[src/rtl/pipe_adder_pkg.sv]
// -----------------------------------------------------------------------------
// pipe_adder_pkg
//   Shared types and elaboration helpers for the pipelined adder/subtractor.
//   - seg_width(n, s)  : width of carry segments 0..s-2
//   - last_width(n, s) : width of the final (MSB) segment
//   - stage_ctl_t      : per-stage control register (valid bit + registered carry)
//   - full_adder()     : one-bit full adder cell used by adder_segment
// -----------------------------------------------------------------------------
package pipe_adder_pkg;

  typedef struct packed {
    logic valid;
    logic carry;
  } stage_ctl_t;

  typedef struct packed {
    logic sum;
    logic cout;
  } fa_t;

  function automatic int seg_width(input int n, input int s);
    return (n + s - 1) / s;
  endfunction

  // May come out < 1 for unusable (n, s) pairs; the top rejects those.
  function automatic int last_width(input int n, input int s);
    return n - (s - 1) * seg_width(n, s);
  endfunction

  function automatic fa_t full_adder(input logic a, input logic b, input logic cin);
    fa_t res;
    res.sum  = a ^ b ^ cin;
    res.cout = (a & b) | (cin & (a ^ b));
    return res;
  endfunction

endpackage

[src/rtl/adder_segment.sv]
// -----------------------------------------------------------------------------
// adder_segment
//   Combinational WS-bit ripple-carry adder built from full_adder cells.
//   Ports:
//     i_a, i_b  in  WS  segment operands
//     i_cin     in  1   carry into bit 0
//     o_sum     out WS  segment sum
//     o_cout    out 1   carry out of bit WS-1
//     o_cmsb    out 1   carry into bit WS-1 (for signed overflow at the MSB)
// -----------------------------------------------------------------------------
module adder_segment
  import pipe_adder_pkg::*;
#(
  parameter int WS = 4
) (
  input  logic [WS-1:0] i_a,
  input  logic [WS-1:0] i_b,
  input  logic          i_cin,
  output logic [WS-1:0] o_sum,
  output logic          o_cout,
  output logic          o_cmsb
);

  fa_t  w_fa;
  logic w_carry;

  // NOTE: every output and temporary gets a default at the top of the block,
  // so no path through the loop can leave a value unassigned and infer a latch.
  always_comb begin
    w_carry = i_cin;
    w_fa    = '0;
    o_sum   = '0;
    o_cmsb  = 1'b0;
    // NOTE: blocking assignments are required here -- w_carry must ripple from
    // one loop iteration to the next within a single evaluation.
    for (int i = 0; i < WS; i++) begin
      o_cmsb   = w_carry;      // after the last iteration: carry into the MSB
      w_fa     = full_adder(i_a[i], i_b[i], w_carry);
      o_sum[i] = w_fa.sum;
      w_carry  = w_fa.cout;
    end
    o_cout = w_carry;
  end

endmodule

[src/rtl/pipe_adder.sv]
// -----------------------------------------------------------------------------
// pipe_adder
//   S-stage pipelined ripple adder/subtractor with valid/ready handshake.
//   Stage k adds operand segment k; the carry between segments is registered.
//   Operand bits still to be added travel forward in skew registers, finished
//   sum segments travel forward in deskew registers, so every stage holds one
//   transaction and the pipe delivers one result per cycle, latency S.
//   Ports:
//     clk, rstn          clock (rising edge), async active-low reset
//     in_valid/in_ready  operand handshake
//     in_a, in_b   [N]   operands
//     in_cin             carry-in (ignored when in_sub=1)
//     in_sub             1: A - B
//     out_valid/out_ready result handshake
//     out_sum      [N]   result mod 2^N
//     out_cout           carry out of MSB (subtract: 1 = no borrow)
//     out_ovf            signed overflow
// -----------------------------------------------------------------------------
module pipe_adder
  import pipe_adder_pkg::*;
#(
  parameter int N = 16,
  parameter int S = 4
) (
  input  logic         clk,
  input  logic         rstn,
  input  logic         in_valid,
  output logic         in_ready,
  input  logic [N-1:0] in_a,
  input  logic [N-1:0] in_b,
  input  logic         in_cin,
  input  logic         in_sub,
  output logic         out_valid,
  input  logic         out_ready,
  output logic [N-1:0] out_sum,
  output logic         out_cout,
  output logic         out_ovf
);

  localparam int W  = seg_width(N, S);
  localparam int WL = last_width(N, S);

  if (WL < 1) begin : g_bad_split
    $error("pipe_adder: N=%0d cannot be split into S=%0d segments", N, S);
  end

  // Per-stage inputs; index k is what stage k sees this cycle.
  logic [N-1:0] w_a_in   [S];
  logic [N-1:0] w_b_in   [S];
  logic [N-1:0] w_sum_in [S];
  logic [S-1:0] w_vin;
  logic [S-1:0] w_cin;
  logic         w_stall;

  // The whole pipe freezes while a result sits unaccepted at the output.
  assign w_stall  = out_valid & ~out_ready;
  assign in_ready = ~w_stall;

  // Subtraction is A + ~B + 1, so the forced carry-in rides on in_cin's slot.
  assign w_vin[0]    = in_valid & in_ready;
  assign w_cin[0]    = in_sub | in_cin;
  assign w_a_in[0]   = in_a;
  assign w_b_in[0]   = in_sub ? ~in_b : in_b;
  assign w_sum_in[0] = '0;

  for (genvar k = 0; k < S; k++) begin : g_stage
    localparam int OFF = k * W;
    localparam int WK  = (k == S - 1) ? WL : W;

    logic [WK-1:0] w_seg_sum;
    logic          w_seg_cout;
    logic          w_seg_cmsb;
    logic [N-1:0]  w_sum_nxt;
    stage_ctl_t    r_ctl;
    logic [N-1:0]  r_sum_dsk;

    adder_segment #(.WS(WK)) u_seg (
      .i_a    (w_a_in[k][OFF +: WK]),
      .i_b    (w_b_in[k][OFF +: WK]),
      .i_cin  (w_cin[k]),
      .o_sum  (w_seg_sum),
      .o_cout (w_seg_cout),
      .o_cmsb (w_seg_cmsb)
    );

    // Splice this stage's segment into the partially assembled sum.
    always_comb begin
      w_sum_nxt             = w_sum_in[k];
      w_sum_nxt[OFF +: WK]  = w_seg_sum;
    end

    // NOTE: the datapath registers are reset along with the valid bits so the
    // outputs read zero while in reset; sequential state uses non-blocking
    // assignments so every stage samples its predecessor's old value.
    always_ff @(posedge clk or negedge rstn) begin
      if (!rstn) begin
        r_ctl     <= '0;
        r_sum_dsk <= '0;
      end else if (!w_stall) begin
        r_ctl     <= '{valid: w_vin[k], carry: w_seg_cout};
        r_sum_dsk <= w_sum_nxt;
      end
    end

    if (k < S - 1) begin : g_fwd
      logic [N-1:0] r_a_skew;
      logic [N-1:0] r_b_skew;
      logic         w_unused_cmsb;

      always_ff @(posedge clk or negedge rstn) begin
        if (!rstn) begin
          r_a_skew <= '0;
          r_b_skew <= '0;
        end else if (!w_stall) begin
          r_a_skew <= w_a_in[k];
          r_b_skew <= w_b_in[k];
        end
      end

      assign w_a_in[k+1]   = r_a_skew;
      assign w_b_in[k+1]   = r_b_skew;
      assign w_sum_in[k+1] = r_sum_dsk;
      assign w_vin[k+1]    = r_ctl.valid;
      assign w_cin[k+1]    = r_ctl.carry;
      // Only the MSB segment's internal carry matters for overflow.
      assign w_unused_cmsb = w_seg_cmsb;
    end else begin : g_last
      logic r_ovf;
      logic w_unused_ops;

      always_ff @(posedge clk or negedge rstn) begin
        if (!rstn) begin
          r_ovf <= 1'b0;
        end else if (!w_stall) begin
          r_ovf <= w_seg_cmsb ^ w_seg_cout;
        end
      end

      assign out_valid = r_ctl.valid;
      assign out_cout  = r_ctl.carry;
      assign out_sum   = r_sum_dsk;
      assign out_ovf   = r_ovf;
      // Operand bits below the last segment were consumed by earlier stages.
      assign w_unused_ops = ^{w_a_in[k], w_b_in[k]};
    end
  end

endmodule

[config.mk]
export PLATFORM = sky130hd
export DESIGN_NAME = pipe_adder
export DESIGN_NICKNAME = d
export VERILOG_FILES = /design/src/rtl/pipe_adder_pkg.sv /design/src/rtl/adder_segment.sv /design/src/rtl/pipe_adder.sv
export SDC_FILE = /design/constraint.sdc
export NUM_CORES = 1
export LEC_CHECK = 0
export CELL_PAD_IN_SITES_DETAIL_PLACEMENT = 2
export CELL_PAD_IN_SITES_GLOBAL_PLACEMENT = 2
export CORE_MARGIN = 10
export CORE_UTILIZATION = 38
export CTS_CLUSTER_DIAMETER = 120
export DETAILED_ROUTE_END_ITERATION = 6
export GPL_ROUTABILITY_DRIVEN = 0
export PLACE_DENSITY_LB_ADDON = 0.2
export SYNTH_ARGS = -nofsm -noshare
export SYNTH_HDL_FRONTEND = slang
export SYNTH_SLANG_ARGS = --single-unit
export TNS_END_PERCENT = 10
[constraint.sdc]
create_clock -name clk -period 6.1 [get_ports clk]
set_clock_uncertainty 0.1 [all_clocks]
set_input_delay 0.915 -clock clk [delete_from_list [all_inputs] [get_ports clk]]
set_output_delay 0.915 -clock clk [all_outputs]
set_load 0.03 [all_outputs]
==> impl_metrics.toml <==
[yosys]
syn_avg_cell_area_um2 = 14.9
synth_nets = 336
synth_cells = 282
synth_warnings = 0
ys_ff_latch = 97
ys_types = 17
syn_area_mm2 = 0.00421
seq_area_frac_synth = 0.576

[critical_path]
slowest_delay_ps = 840
cp-start-kind = "primary input"
crit_slowest_cell = "clkdlybuf4s50_1"
cp_num_cells = 5
reg2reg_depth = 8
cp.required_ps = 5080
end_kind = "output port"
path_cells = "clkdlybuf4s50_1, nor2b_4, inv_2, buf_4, clkdlybuf4s50_1"
crit_buf_inv = 4
critical_path.top_delay_family = "buffers and inverters"
path_max_fanout = 48
worst-setup-path-type = "in2out"
arrival_ps = 3230
cpMostUsedCell = "clkdlybuf4s50_1"

[cts]
numCtsBuffers = 9
post_cts_buffers = 0
clockBufferDepth = 2
cts_tree = "yes"
root_buffer = "clkbuf_8"
clk_pin_slew_ps = 90
cts_sinks = 97
htree_levels = 3
cts_hold_buffers = 0
clk_latency_ps = 370
cts_resized = 0

[global_route]
grt_pass1_wl_mm = 15.0
grt_max_degree = 67
antenna_found_initial = 0
grt_pass1_vias = 2738
overflow = 0
grt_use_total = 0.119

[routing]
vias_per_cell = 4.81
route.vias.total = 2326
drc = 0
routed_wl_mm = 8.90
antenna_left = 0
wl_per_cell_um = 18.4
dr.pass1.iters = 4
drtIter0Drc = 157

[pwr]
internal_power_uw = 1730
comb_power_share = 0.395
switchingPower_uw = 881
switching_share = 0.337
power_density_mw_per_mm2 = 510
p_seq_frac = 0.423
clkPwrFrac = 0.182
peakVddDrop_uv = 176
power.total_uw = 2620
total_leakage_power_uw = 0.00220

[placement]
dp_hpwl_mm = 6.23
placedCellCount = 468
placedInstanceArea_mm2 = 0.00490
port-buffer-count = 57

[die]
core_area_mm2 = 0.0108
die_w_um = 125
rows = 38
die_h_um = 125
ios = 58
initial_core_util = 0.389
die-area_mm2 = 0.0157

[run]
maxCapViolCount = 0

[timing]
rsz0062_at_grt = "no"
finalMaxSlewViolations = 0
period_share = 0.697
finalSetupViolCount = 0
slew_headroom = 0.438
finalHoldViolCount = 0
min_period_ps = 4250
worst_pin_slew_ps = 844
setup_tns_ps = 0
fmax_ghz = 0.235

[final_layout]
final_cell_mix = "dfrtp_1 (97), mux2_2 (79), clkdlybuf4s50_1 (56), inv_1 (26), fa_1 (16)"
design_area_mm2 = 0.00513
stdcell_count = 484
areaGrowthSynthToFinish_pct = 21.8
drive_gt1_frac = 0.308
final_common_cell = "dfrtp_1"
antennaDiodeCount = 0
final_core_util = 0.473
fin_nets = 393

[worst_hold_path]
hp-class = "in2async"

[run_status]
status = "finished clean"
## Yosys cell counts
master / count / share of area
a21oi_1: 11 / 0.013
buf_2: 10 / 0.012
buf_6: 3 / 0.0080
clkbuf_1: 2 / 0.0018
dfrtp_1: 97 / 0.58
fa_1: 16 / 0.076
inv_1: 26 / 0.023
inv_2: 1 / 0.00089
mux2_2: 79 / 0.21
mux2_4: 4 / 0.014
mux2i_1: 2 / 0.0048
nand2b_1: 1 / 0.0015
nor2_1: 1 / 0.00089
nor2b_1: 1 / 0.0015
nor3b_1: 11 / 0.020
xnor2_1: 5 / 0.010
xor2_1: 12 / 0.025
## sequential cells by signal (all words and copies together), names as in the netlist
signal                  flops
g_stage.g_fwd.r_b_skew     24
out_sum                    16
out_ovf                     1
g_stage.r_ctl               6
g_stage.g_fwd.r_a_skew     24
out_valid                   1
out_cout                    1
g_stage.r_sum_dsk          24
## worst paths after layout
check / slack, ps / to / from
worst min-delay path: 380 / g_stage[0].g_fwd.r_a_skew[5] / rstn
worst max-delay path: 1850 / in_ready / out_ready
worst min register to register: 380 / out_valid / g_stage[2].r_ctl[1]
worst max register to register: 3630 / out_sum[15] / g_stage[2].g_fwd.r_a_skew[12]
min in group clk: 380 / out_valid / g_stage[2].r_ctl[1]
max in group asynchronous: 4330 / out_valid / rstn
## power by group through the flow
stage               clock (uW)  combinational (uW)  sequential [uW]
floorplan                    0                 605             1190
detailed placement           0                1050             1130
global route               524                1160             1150
finish                     476                1030             1110
global placement             0                 994             1110
CTS                        494                1060             1120
## cell type report
type / count / area (um2)
Clock buffer: 11 / 151
Clock inverter: 5 / 77.6
Fill cell: 1065 / 5710
Inverter: 27 / 101
Multi-Input combinational cell: 143 / 1600
Sequential cell: 97 / 2430
Tap cell: 140 / 175
Timing Repair Buffer: 61 / 598
## worst reg2reg max path, cell delays in order (launching register included)
cell     delay [ps]
dfrtp_1         410
fa_1            410
inv_1           100
fa_1            170
inv_1            50
fa_1            450
inv_1           100
fa_1            420
a21oi_1         180
## per-layer routing
layer  up-vias  global-route usage  part of all wire  wire length (um)
li1       1044                   -                 -                 -
met1      1228               0.152              0.45              4010
met2        42               0.187              0.50              4410
met3        12              0.0237             0.032               283
met4         0              0.0630             0.023               201
met5         -                   0                 0                 0
## metrics by stage
stage	hold slack [ps]	setup slack (ps)
4_1_cts	374	1820
5_1_grt	397	1710
3_3_place_gp	346	1830
2_1_floorplan	328	2690
6_report	380	1850
3_5_place_dp	367	1820
## cell families after synthesis
group,after synthesis,synth area share
mux,85,0.230
xor+xnor,17,0.0353
simple gates,14,0.0235
flops,97,0.576
buf+inv,42,0.0457
fa+ha+maj,16,0.0760
compound gates,11,0.0131
Note: power is estimated with default switching activity, not from simulation.
